`src/rtl/melody_pkg.sv`:
```
// Shared definitions for the melody sequencer.
//   state_t       - FSM state encoding (IDLE/PLAY/PAUSE/DONE)
//   DEF_*         - default widths and timing constants (50 MHz board clock)
//   tempo_period  - step period in clk cycles for a given tempo selection
package melody_pkg;

  typedef enum logic [1:0] {
    IDLE  = 2'd0,
    PLAY  = 2'd1,
    PAUSE = 2'd2,
    DONE  = 2'd3
  } state_t;

  localparam int DEF_STEP_W    = 8;
  localparam int DEF_LAST_STEP = 147;
  localparam int DEF_STEP_DIV  = 6_250_000;
  localparam int DEF_GAP_CYC   = 250_000;

  // tempo_sel 0..3 gives 1x, 2x, 4x, 8x speed.
  function automatic int unsigned tempo_period(input int unsigned div, input logic [1:0] sel);
    return div >> sel;
  endfunction

endpackage

```
`src/rtl/step_timer.sv`:
```
// Per-step cycle counter with a tempo-dependent period latch.
//   clk, rst   - clock, synchronous active-high reset
//   run        - advance the counter this cycle
//   clear      - zero the counter and latch a fresh period (wins over run)
//   tempo_sel  - tempo selection, sampled only on clear or at a step boundary
//   step_tick  - counter is on the last cycle of the current step
//   in_gap     - counter is inside the silent tail of the current step
module step_timer
  import melody_pkg::*;
#(
  parameter int  STEP_DIV = DEF_STEP_DIV,
  parameter int  GAP_CYC  = DEF_GAP_CYC,
  localparam int CNT_W    = $clog2(STEP_DIV),
  localparam int PER_W    = CNT_W + 1
) (
  input  logic       clk,
  input  logic       rst,
  input  logic       run,
  input  logic       clear,
  input  logic [1:0] tempo_sel,
  output logic       step_tick,
  output logic       in_gap
);

  logic [CNT_W-1:0] cnt;
  logic [PER_W-1:0] period;
  logic [PER_W-1:0] period_sel;

  // period can equal STEP_DIV itself, so it carries one bit more than cnt.
  assign period_sel = PER_W'(tempo_period(int'(STEP_DIV), tempo_sel));
  assign step_tick  = ({1'b0, cnt} == (period - PER_W'(1)));
  assign in_gap     = ({1'b0, cnt} >= (period - PER_W'(GAP_CYC)));

  always_ff @(posedge clk) begin
    if (rst) begin
      cnt    <= '0;
      period <= PER_W'(STEP_DIV);
    end else if (clear) begin
      cnt    <= '0;
      period <= period_sel;
    end else if (run) begin
      if (step_tick) begin
        // Tempo changes land only here, so a step is never stretched or cut.
        cnt    <= '0;
        period <= period_sel;
      end else begin
        cnt    <= cnt + CNT_W'(1);
      end
    end
  end

endmodule

```
`src/rtl/melody_sequencer.sv`:
```
// Timing controller for the note-selection mux.
// Walks step through 0..LAST_STEP at a selectable tempo with start/pause/stop
// and optional looping, and gates the note off for the last GAP_CYC cycles of
// every step so repeated notes are heard separately.
//   clk, rst   - clock, synchronous active-high reset
//   start      - pulse: play from step 0 (IDLE/DONE) or resume (PAUSE)
//   pause      - pulse: freeze playback (PLAY only)
//   stop       - pulse: abort to IDLE with step cleared
//   loop_en    - wrap from LAST_STEP back to 0 instead of finishing
//   tempo_sel  - step period = STEP_DIV >> tempo_sel
//   step       - note mux select
//   gate       - 1 while the note should sound
//   playing    - 1 while in PLAY
//   done       - single-cycle pulse on the final step boundary without loop
module melody_sequencer
  import melody_pkg::*;
#(
  parameter int STEP_W    = DEF_STEP_W,
  parameter int LAST_STEP = DEF_LAST_STEP,
  parameter int STEP_DIV  = DEF_STEP_DIV,
  parameter int GAP_CYC   = DEF_GAP_CYC
) (
  input  logic              clk,
  input  logic              rst,
  input  logic              start,
  input  logic              pause,
  input  logic              stop,
  input  logic              loop_en,
  input  logic [1:0]        tempo_sel,
  output logic [STEP_W-1:0] step,
  output logic              gate,
  output logic              playing,
  output logic              done
);

  state_t            state, state_n;
  logic [STEP_W-1:0] step_n;
  logic              run, clear, step_tick, in_gap, done_c;

  step_timer #(
    .STEP_DIV (STEP_DIV),
    .GAP_CYC  (GAP_CYC)
  ) u_timer (
    .clk       (clk),
    .rst       (rst),
    .run       (run),
    .clear     (clear),
    .tempo_sel (tempo_sel),
    .step_tick (step_tick),
    .in_gap    (in_gap)
  );

  always_ff @(posedge clk) begin
    if (rst) begin
      state <= IDLE;
      step  <= '0;
    end else begin
      state <= state_n;
      step  <= step_n;
    end
  end

  always_comb begin
    state_n = state;
    step_n  = step;
    run     = 1'b0;
    clear   = 1'b0;
    done_c  = 1'b0;
    case (state)
      IDLE, DONE: begin
        if (start) begin
          state_n = PLAY;
          step_n  = '0;
          clear   = 1'b1;
        end
      end
      PLAY: begin
        // The cycle on which pause arrives still counts as a played cycle.
        run = 1'b1;
        if (step_tick) begin
          if (step < STEP_W'(LAST_STEP)) begin
            step_n = step + STEP_W'(1);
          end else if (loop_en) begin
            step_n = '0;
          end else begin
            state_n = DONE;
            done_c  = 1'b1;
          end
        end
        // Reaching the end of the melody takes precedence over a pause.
        if (pause && (state_n == PLAY)) begin
          state_n = PAUSE;
        end
      end
      PAUSE: begin
        if (start) begin
          state_n = PLAY;
        end
      end
      default: state_n = IDLE;
    endcase
    if (stop) begin
      state_n = IDLE;
      step_n  = '0;
      run     = 1'b0;
      clear   = 1'b1;
      done_c  = 1'b0;
    end
  end

  assign playing = (state == PLAY);
  assign gate    = (state == PLAY) && !in_gap;
  assign done    = done_c && !rst;

endmodule

```
`config.mk`:
```
export PLATFORM = sky130hd
export DESIGN_NAME = melody_sequencer
export DESIGN_NICKNAME = d
export VERILOG_FILES = /design/src/rtl/melody_pkg.sv /design/src/rtl/step_timer.sv /design/src/rtl/melody_sequencer.sv
export SDC_FILE = /design/constraint.sdc
export NUM_CORES = 1
export LEC_CHECK = 0
export ABC_AREA = 1
export CAP_MARGIN = 30
export CORE_MARGIN = 1
export CORE_UTILIZATION = 45
export CTS_CLUSTER_DIAMETER = 150
export CTS_CLUSTER_SIZE = 30
export DETAILED_ROUTE_END_ITERATION = 10
export MAX_ROUTING_LAYER = met4
export PLACE_DENSITY = 0.7
export REMOVE_ABC_BUFFERS = 1
export SYNTH_ARGS = -nofsm -noshare
export SYNTH_HDL_FRONTEND = slang
export SYNTH_SLANG_ARGS = --single-unit
```
`constraint.sdc`:
```
create_clock -name clk -period 6.9 [get_ports clk]
set_clock_uncertainty 0.15 [all_clocks]
set_input_delay 1.38 -clock clk [delete_from_list [all_inputs] [get_ports clk]]
set_output_delay 1.38 -clock clk [all_outputs]
set_load 0.05 [all_outputs]
```
==> flow_summary_export.csv, run 1 <==
group,metric,value,unit
run_status,outcome,"finished, final reports clean",
clocking,numCtsBuffers,5,
sta,fmax,194,MHz
power,fin_total_pwr,541,uW
logic_synthesis,syn_area,0.00357,sq mm
global_routing,antenna_found_initial,0,
sta,relSlewSlack,0.657,
setup_path,arrival,3.62,ns
power,power_density,138,mW/mm^2
sta,post-route-period-util,0.747,
clocking,clkSinkCount,44,
floorplan,dieArea,0.00829,sq mm
clocking,post_cts_buffers,0,
clocking,htree_levels,2,
sta,finalCriticalPeriod,5.15,ns
sta,finalSetupViolations,0,
setup_path,crit_fanout,7,
power,p_leak,0.00185,uW
final_layout,drive_gt1_frac,0.0606,
global_routing,track_usage,0.245,
placed_design,gp_congestion,0.968,
clocking,cts_resized,0,
logic_synthesis,syn_inst,558,
clocking,ctsHoldBuffers,0,
final_layout,diodes,0,
sta,worst-slew-pin-transition,0.513,ns
setup_path,path_class,"in -> out",
placed_design,postPlaceCellArea,0.00384,sq mm
final_layout,seq_area,881,sq um
final_layout,area_delta_synth_final,10.0,%
floorplan,rows,32,
setup_path,required,5.37,ns
logic_synthesis,syn_area_per_cell,6.40,sq um
final_layout,layout.nets,616,
floorplan,fp.dieW,91.1,microns
sta,maxSlewViolCount,0,
placed_design,hpwl,7.69,mm
detailed_routing,first_pass_iters,4,
logic_synthesis,ys_seq_area_frac,0.247,
sta,finalHoldViolCount,0,
detailed_routing,postRouteWirelength,9.51,mm
clocking,clock_latency,0.30,ns
setup_path,start_kind,"primary input",
logic_synthesis,ys_warn_count,0,
detailed_routing,vias_per_cell,5.25,
clocking,cts_tree,"built",
final_layout,multi_input_area,0.00235,sq mm
detailed_routing,vias,3572,
logic_synthesis,ys_seq_elements,44,
floorplan,die_h,91.1,microns
global_routing,grt_pass1_vias,3242,
final_layout,nFillCells,828,
min_path,hold_path.class,"reg -> reg",
detailed_routing,wl_per_cell,14.0,microns
logic_synthesis,synth.distinct_cells,37,
floorplan,start_util,0.464,
detailed_routing,drcViolationCount,0,
detailed_routing,dr.first_iter.drc_count,224,
power,peakVddDrop,88.7,uV
setup_path,ff2ff_path_depth,14,
detailed_routing,antenna_left,0,
floorplan,io_pins,19,
sta,tns,0,ns
final_layout,layout_commonest_cell,"nand2_1",
placed_design,numPortBuffers,18,
global_routing,grt_max_degree,17,
final_layout,design_area,0.00393,sq mm
global_routing,grt_pass1_wl,15.8,mm
setup_path,end_kind,"output port",
min_path,whs_path_depth,2,
flow_run,maxCapViolations,0,
global_routing,gr-total-overflow,0,
clocking,cts_root_buf,"clkbuf_8",
floorplan,core_area,0.00769,sq mm
final_layout,final_cell_mix,"150 x nand2_1, 73 x inv_1, 64 x nor2_1, 44 x nand3_1, 44 x dfxtp_1",
sta,rsz0062_at_grt,"no",
clocking,path_clk_slew,0.08,ns
clocking,clockBufferDepth,2,
## logic make-up (layout without fill, tap and decap cells)
family	Yosys count	after routing	synth area share
fa+ha+maj	30	30	0.105
xor+xnor	23	23	0.0565
simple gates	314	314	0.404
buf+inv	86	106	0.0954
compound gates	61	61	0.0926
flops	44	44	0.247
## flip-flops by register name (all words and copies together) (netlist names)
register,cells
u_timer.cnt,23
u_timer.period,11
state,2
step,8
## stage by stage
stage	hold slack, ns	utilization	worst slack (ns)	cells
4_1_cts	0.359	0.511	1.71	680
6_report	0.353	0.511	1.75	680
3_5_place_dp	0.347	0.500	1.72	673
2_1_floorplan	0.301	-	2.03	553
5_1_grt	0.388	0.511	1.61	680
3_3_place_gp	0.335	0.500	1.79	673
## cell usage after synthesis
library cell | instances | area share
nor4_1 | 2 | 0.0035
xor2_1 | 22 | 0.054
buf_6 | 1 | 0.0032
nor2_8 | 2 | 0.011
nand4_1 | 11 | 0.019
dfxtp_1 | 44 | 0.25
nand3b_1 | 4 | 0.0084
or2_2 | 1 | 0.0018
buf_4 | 1 | 0.0021
nand2_2 | 3 | 0.0053
nand2_4 | 4 | 0.013
clkinv_1 | 1 | 0.0011
o311ai_0 | 1 | 0.0025
nor2_4 | 2 | 0.0063
o211ai_1 | 1 | 0.0021
nor3_1 | 18 | 0.025
o221ai_1 | 1 | 0.0025
nand3_2 | 2 | 0.0056
buf_2 | 1 | 0.0014
a21oi_1 | 32 | 0.045
inv_2 | 5 | 0.0053
nor3b_2 | 2 | 0.0070
ha_1 | 30 | 0.11
nor2_1 | 64 | 0.067
a22oi_1 | 2 | 0.0042
o21ai_1 | 7 | 0.0098
inv_1 | 73 | 0.077
nor2_2 | 4 | 0.0070
o31ai_1 | 3 | 0.0063
nand2_1 | 150 | 0.16
clkbuf_1 | 2 | 0.0021
nor4_2 | 1 | 0.0035
a211oi_1 | 1 | 0.0021
o21ai_0 | 13 | 0.018
nand3_1 | 44 | 0.062
inv_4 | 2 | 0.0035
xnor2_1 | 1 | 0.0025
## layout make-up
| cell class | count | area share |
|---|---|---|
| clock buffer | 5 | 0.0175 |
| clock inverter | 2 | 0.00319 |
| inverter | 81 | 0.0787 |
| multi-input combinational | 428 | 0.598 |
| sequential | 44 | 0.224 |
| tap | 102 | 0.0325 |
| timing repair buffer | 18 | 0.0459 |
## metal layers
metal | vias up | track usage | routed length [microns]
met4 | 0 | 0.0794 | 206
li1 | 1847 | - | -
met1 | 1625 | 0.335 | 4740
met3 | 20 | 0.0410 | 479
met2 | 80 | 0.367 | 4080
met5 | - | - | 0
## critical path, cell delays in order
cell             delay (ns)
clkdlybuf4s50_1        0.52
nor2_1                 0.33
inv_1                  0.20
nor4_1                 0.33
clkdlybuf4s50_1        0.85
## power by group
part / total, uW / internal (uW) / switching, uW
Clock: 163 / 68.8 / 94.6
Combinational: 108 / 37.4 / 70.2
Sequential: 270 / 259 / 10.8
## final timing paths
kind,slack (ns),to,from
setup / recovery,1.75,done,stop
hold / removal,0.35,u_timer.cnt[0]$_SDFFE_PP0P_,u_timer.cnt[0]$_SDFFE_PP0P_
setup reg to reg,3.99,u_timer.cnt[2]$_SDFFE_PP0P_,u_timer.period[6]$_SDFFE_PP0P_
hold reg to reg,0.35,u_timer.cnt[0]$_SDFFE_PP0P_,u_timer.cnt[0]$_SDFFE_PP0P_
No activity file was read; power rests on OpenSTA's default activity.
==> run 2: changes to the inputs <==
==> constraint.sdc (replaced) <==
create_clock -name clk -period 5 [get_ports clk]
set_clock_uncertainty 0.15 [all_clocks]
set_input_delay 1 -clock clk [delete_from_list [all_inputs] [get_ports clk]]
set_output_delay 1 -clock clk [all_outputs]
set_load 0.05 [all_outputs]
==> flow_summary_export.csv, run 2 (synthesis gave the netlist of run 1 again) <==
group,metric,value,unit
clocking,clock_latency,0.31,ns
setup_path,end_kind,"output port",
detailed_routing,postRouteWirelength,9.48,mm
setup_path,cpMostUsedCell,"nand2_1",
final_layout,layout_commonest_cell,"nand2_1",
sta,finalCriticalPeriod,4.54,ns
setup_path,path_delay_family,"buffers and inverters",
detailed_routing,vias,3595,
setup_path,required,3.85,ns
final_layout,largest_reg_flops,23,
placed_design,pre_cts_slack,0.596,ns
sta,relSlewSlack,0.661,
sta,maxSlewViolCount,0,
final_layout,reg.largest.list,"u_timer.cnt x23, u_timer.period x11, step x8",
final_layout,diodes,0,
placed_design,numPortBuffers,18,
placed_design,gp_congestion,0.895,
sta,worst-slew-pin-transition,0.507,ns
setup_path,arrival,3.39,ns
min_path,hold_path.class,"reg -> reg",
flow_run,maxCapViolations,0,
clocking,cts_root_buf,"clkbuf_8",
floorplan,io_pins,19,
detailed_routing,first_pass_iters,5,
global_routing,grt_pass1_wl,15.7,mm
sta,tns,0,ns
global_routing,grt_pass1_vias,3220,
global_routing,track_usage,0.245,
sta,fmax,220,MHz
setup_path,critical-path-slowest-cell,"clkdlybuf4s50_1",
setup_path,start_kind,"flip-flop",
global_routing,gr-total-overflow,0,
detailed_routing,antenna_left,0,
placed_design,dp.cells,674,
final_layout,area_delta_synth_final,10.6,%
clocking,clkSinkCount,44,
sta,setup_slack,0.459,ns
floorplan,core_area,0.00769,sq mm
detailed_routing,drcViolationCount,0,
clocking,cts_resized,0,
setup_path,path_buf_inv,2,
setup_path,cp_slowest_stage_delay,0.82,ns
clocking,numCtsBuffers,5,
setup_path,path_cells,"inv_1 -> a21oi_1 -> nand2_1 -> nand2_1 -> xor2_1 -> ha_1 -> a21oi_1 -> o31ai_1 -> nand2_1 -> o211ai_1 -> nor2_1 -> nand3_1 -> nor2_1 -> clkdlybuf4s50_1",
floorplan,die_h,91.1,microns
global_routing,grt_max_degree,17,
clocking,htree_levels,2,
clocking,post_cts_buffers,0,
sta,post-route-period-util,0.908,
final_layout,layout.nets,617,
sta,finalHoldViolCount,0,
detailed_routing,dr.first_iter.drc_count,287,
setup_path,crit_fanout,7,
floorplan,start_util,0.464,
floorplan,rows,32,
floorplan,dieArea,0.00829,sq mm
clocking,path_clk_slew,0.09,ns
final_layout,nFillCells,824,
power,fin_total_pwr,767,uW
run_status,outcome,"finished, final reports clean",
detailed_routing,wl_per_cell,13.9,microns
placed_design,hpwl,7.64,mm
final_layout,stdcell_count,682,
final_layout,final_cell_mix,"150 x nand2_1, 73 x inv_1, 64 x nor2_1, 44 x nand3_1, 44 x dfxtp_1",
final_layout,drive_gt1_frac,0.0621,
sta,rsz0062_at_grt,"no",
detailed_routing,vias_per_cell,5.27,
clocking,ctsHoldBuffers,0,
power,power_density,194,mW/mm^2
final_layout,largest-register,"u_timer.cnt",
setup_path,path_class,"reg -> out",
global_routing,antenna_found_initial,0,
power,peakVddDrop,113,uV
clocking,cts_tree,"built",
power,p_leak,0.00186,uW
sta,finalSetupViolations,0,
floorplan,fp.dieW,91.1,microns
clocking,clockBufferDepth,2,
run 2: cell types whose count changed in the layout (fill, tap and decap cells not counted), sizes merged:
cell / previous run / this run
buf: 0 / 1
clkinv: 2 / 1
clkbuf: 5 / 7
run 2: layout make-up:
cell class / instances / area [sq um] / area share
tap: 102 / 128 / 0.0323
clock buffer: 7 / 86.3 / 0.0219
multi-input combinational: 428 / 2350 / 0.595
inverter: 81 / 309 / 0.0783
sequential: 44 / 881 / 0.223
timing repair buffer: 19 / 188 / 0.0476
clock inverter: 1 / 7.51 / 0.00190
run 2: report_power, final:
part	internal [uW]	switching, uW
Sequential	358	12.3
Combinational	52.4	101
Clock	113	131
Total	523	245
run 2: tightest hold or removal path: stages (launching register included):
cell and delay (ns):
dfxtp_1 0.35, nand2_1 0.07, a21oi_1 0.05
run 2: metrics by stage:
step	hold WS, ns	instance area (sq um)	utilization
after floorplan	0.301	3540	-
after global placement	0.343	3850	0.501
after detailed placement	0.357	3850	0.501
after CTS	0.374	3950	0.513
after global routing	0.386	3950	0.513
final	0.371	3950	0.513
run 2: layer usage:
| layer | track usage | vias to the layer above | part of all wire |
|---|---|---|---|
| met5 | - | - | 0 |
| met4 | 0.0622 | 0 | 0.017 |
| met3 | 0.0352 | 11 | 0.049 |
| met2 | 0.379 | 106 | 0.45 |
| met1 | 0.334 | 1635 | 0.49 |
| li1 | - | 1843 | - |
run 2: path summary, 6_finish.rpt:
check | startpoint | to | slack, ns | cells after the start
max | u_timer.period[20]$_SDFFE_PP1P_ | gate | 0.46 | 14
min | step[0]$_SDFFE_PP0P_ | step[0]$_SDFFE_PP0P_ | 0.37 | 2
max reg2reg | u_timer.period[6]$_SDFFE_PP0P_ | u_timer.cnt[2]$_SDFFE_PP0P_ | 2.13 | 14
min reg2reg | step[0]$_SDFFE_PP0P_ | step[0]$_SDFFE_PP0P_ | 0.37 | 2
==> run 3: changes to the inputs <==
--- a/config.mk
+++ b/config.mk
@@ -7,13 +7,14 @@
 export LEC_CHECK = 0
 export ABC_AREA = 1
 export CAP_MARGIN = 30
-export CORE_MARGIN = 1
+export CORE_MARGIN = 3
 export CORE_UTILIZATION = 45
 export CTS_CLUSTER_DIAMETER = 150
 export CTS_CLUSTER_SIZE = 30
 export DETAILED_ROUTE_END_ITERATION = 10
 export MAX_ROUTING_LAYER = met4
 export PLACE_DENSITY = 0.7
+export RECOVER_POWER = 25
 export REMOVE_ABC_BUFFERS = 1
 export SYNTH_ARGS = -nofsm -noshare
 export SYNTH_HDL_FRONTEND = slang
==> flow_summary_export.csv, run 3 (synthesis gave the netlist of run 1 again) <==
group,metric,value,unit
run_status,outcome,"finished, final reports clean",
sta,fmax,220,MHz
detailed_routing,first_pass_iters,5,
sta,relSlewSlack,0.662,
placed_design,postPlaceCellArea,0.00384,sq mm
clocking,post_cts_buffers,0,
power,peakVddDrop,116,uV
global_routing,antenna_found_initial,0,
flow_run,maxCapViolations,0,
setup_path,end_kind,"output port",
floorplan,rows,31,
final_layout,nFillCells,775,
clocking,ctsHoldBuffers,0,
sta,finalHoldViolCount,0,
clocking,clockBufferDepth,2,
setup_path,path_cells,"dlygate4sd3_1 -> nor2_1 -> inv_1 -> nor4_1 -> clkdlybuf4s50_1",
sta,tns,0,ns
sta,post-route-period-util,0.911,
clocking,clock_latency,0.30,ns
final_layout,largest_reg_flops,23,
global_routing,grt_max_degree,17,
sta,rsz0062_at_grt,"no",
placed_design,hpwl,7.68,mm
detailed_routing,postRouteWirelength,9.46,mm
power,power_density,189,mW/mm^2
detailed_routing,vias,3547,
setup_path,path_class,"in -> out",
floorplan,io_pins,19,
sta,maxSlewViolCount,0,
final_layout,layout_commonest_cell,"nand2_1",
sta,worst-slew-pin-transition,0.505,ns
clocking,path_clk_slew,0.08,ns
clocking,cts_root_buf,"clkbuf_8",
final_layout,design_area,0.00390,sq mm
power,fin_total_pwr,737,uW
setup_path,path_delay_family,"buffers and inverters",
global_routing,grt_pass1_wl,16.0,mm
setup_path,path_buf_inv,3,
sta,finalCriticalPeriod,4.55,ns
detailed_routing,dr.first_iter.drc_count,211,
placed_design,numPortBuffers,18,
final_layout,largest-register,"u_timer.cnt",
global_routing,grt_pass1_vias,3389,
clocking,htree_levels,2,
setup_path,arrival,3.40,ns
floorplan,die_h,95.1,microns
power,p_leak,0.00185,uW
floorplan,dieArea,0.00903,sq mm
global_routing,gr-total-overflow,0,
floorplan,fp.dieW,95.1,microns
setup_path,critical-path-slowest-cell,"clkdlybuf4s50_1",
final_layout,area_delta_synth_final,9.33,%
detailed_routing,wl_per_cell,14.0,microns
final_layout,diodes,0,
sta,finalSetupViolations,0,
final_layout,reg.largest.list,"u_timer.cnt x23, u_timer.period x11, step x8",
clocking,cts_tree,"built",
detailed_routing,drcViolationCount,0,
setup_path,crit_fanout,7,
global_routing,track_usage,0.234,
detailed_routing,antenna_left,0,
placed_design,gp_congestion,1.04,
setup_path,cp_slowest_stage_delay,0.87,ns
final_layout,drive_gt1_frac,0.0536,
final_layout,layout.nets,616,
min_path,hold_path.class,"reg -> reg",
detailed_routing,vias_per_cell,5.24,
setup_path,required,3.85,ns
final_layout,final_cell_mix,"152 x nand2_1, 73 x inv_1, 65 x nor2_1, 44 x nand3_1, 44 x dfxtp_1",
clocking,numCtsBuffers,5,
setup_path,start_kind,"primary input",
clocking,cts_resized,0,
floorplan,start_util,0.477,
floorplan,core_area,0.00749,sq mm
clocking,clkSinkCount,44,
-- run 3: cell type report --
type	count	area, sq um	area share
clock buffers	6	72.6	0.0186
repair buffers	18	180	0.0462
flip-flops and latches	44	881	0.226
well taps	99	124	0.0318
clock inverters	1	5.00	0.00128
inverters	81	309	0.0792
multi-input cells	428	2330	0.597
-- run 3: tightest hold or removal path: cells and delay by family, from the launching register on --
family | cells | cell delay, ns
AO/OA/AOI/OAI | 1 | 0.05
flip-flops | 1 | 0.34
AND/OR/NAND/NOR | 1 | 0.07
-- run 3: stage by stage --
step           hold slack, ns  setup slack, ns  instances   util
6_report                0.360            0.446        677  0.521
5_1_grt                 0.403           0.0827        677  0.521
4_1_cts                 0.366            0.459        677  0.523
3_5_place_dp            0.354            0.547        670  0.513
3_3_place_gp            0.339            0.626        670  0.513
2_1_floorplan           0.301            0.891        553      -
-- run 3: metal layers --
metal  up-vias  routed length (microns)  GRT usage
li1       1844                        -          -
met1      1577                     4570      0.319
met2       109                     4140      0.351
met3        17                      493     0.0355
met4         0                      249     0.0841
met5         -                        0          -
-- run 3: power breakdown --
group,total [uW],internal (uW),switching (uW)
Clock,217,95.2,122
Combinational,148,50.9,97.0
Sequential,372,358,14.6
Total,737,504,233
-- run 3: path summary, 6_finish.rpt --
check / from / to / slack [ns] / depth (start not counted)
setup / recovery: stop / done / 0.45 / 5
hold / removal: u_timer.cnt[1]$_SDFFE_PP0P_ / u_timer.cnt[1]$_SDFFE_PP0P_ / 0.36 / 2
setup reg to reg: u_timer.period[6]$_SDFFE_PP0P_ / u_timer.cnt[2]$_SDFFE_PP0P_ / 2.09 / 14
hold reg to reg: u_timer.cnt[1]$_SDFFE_PP0P_ / u_timer.cnt[1]$_SDFFE_PP0P_ / 0.36 / 2
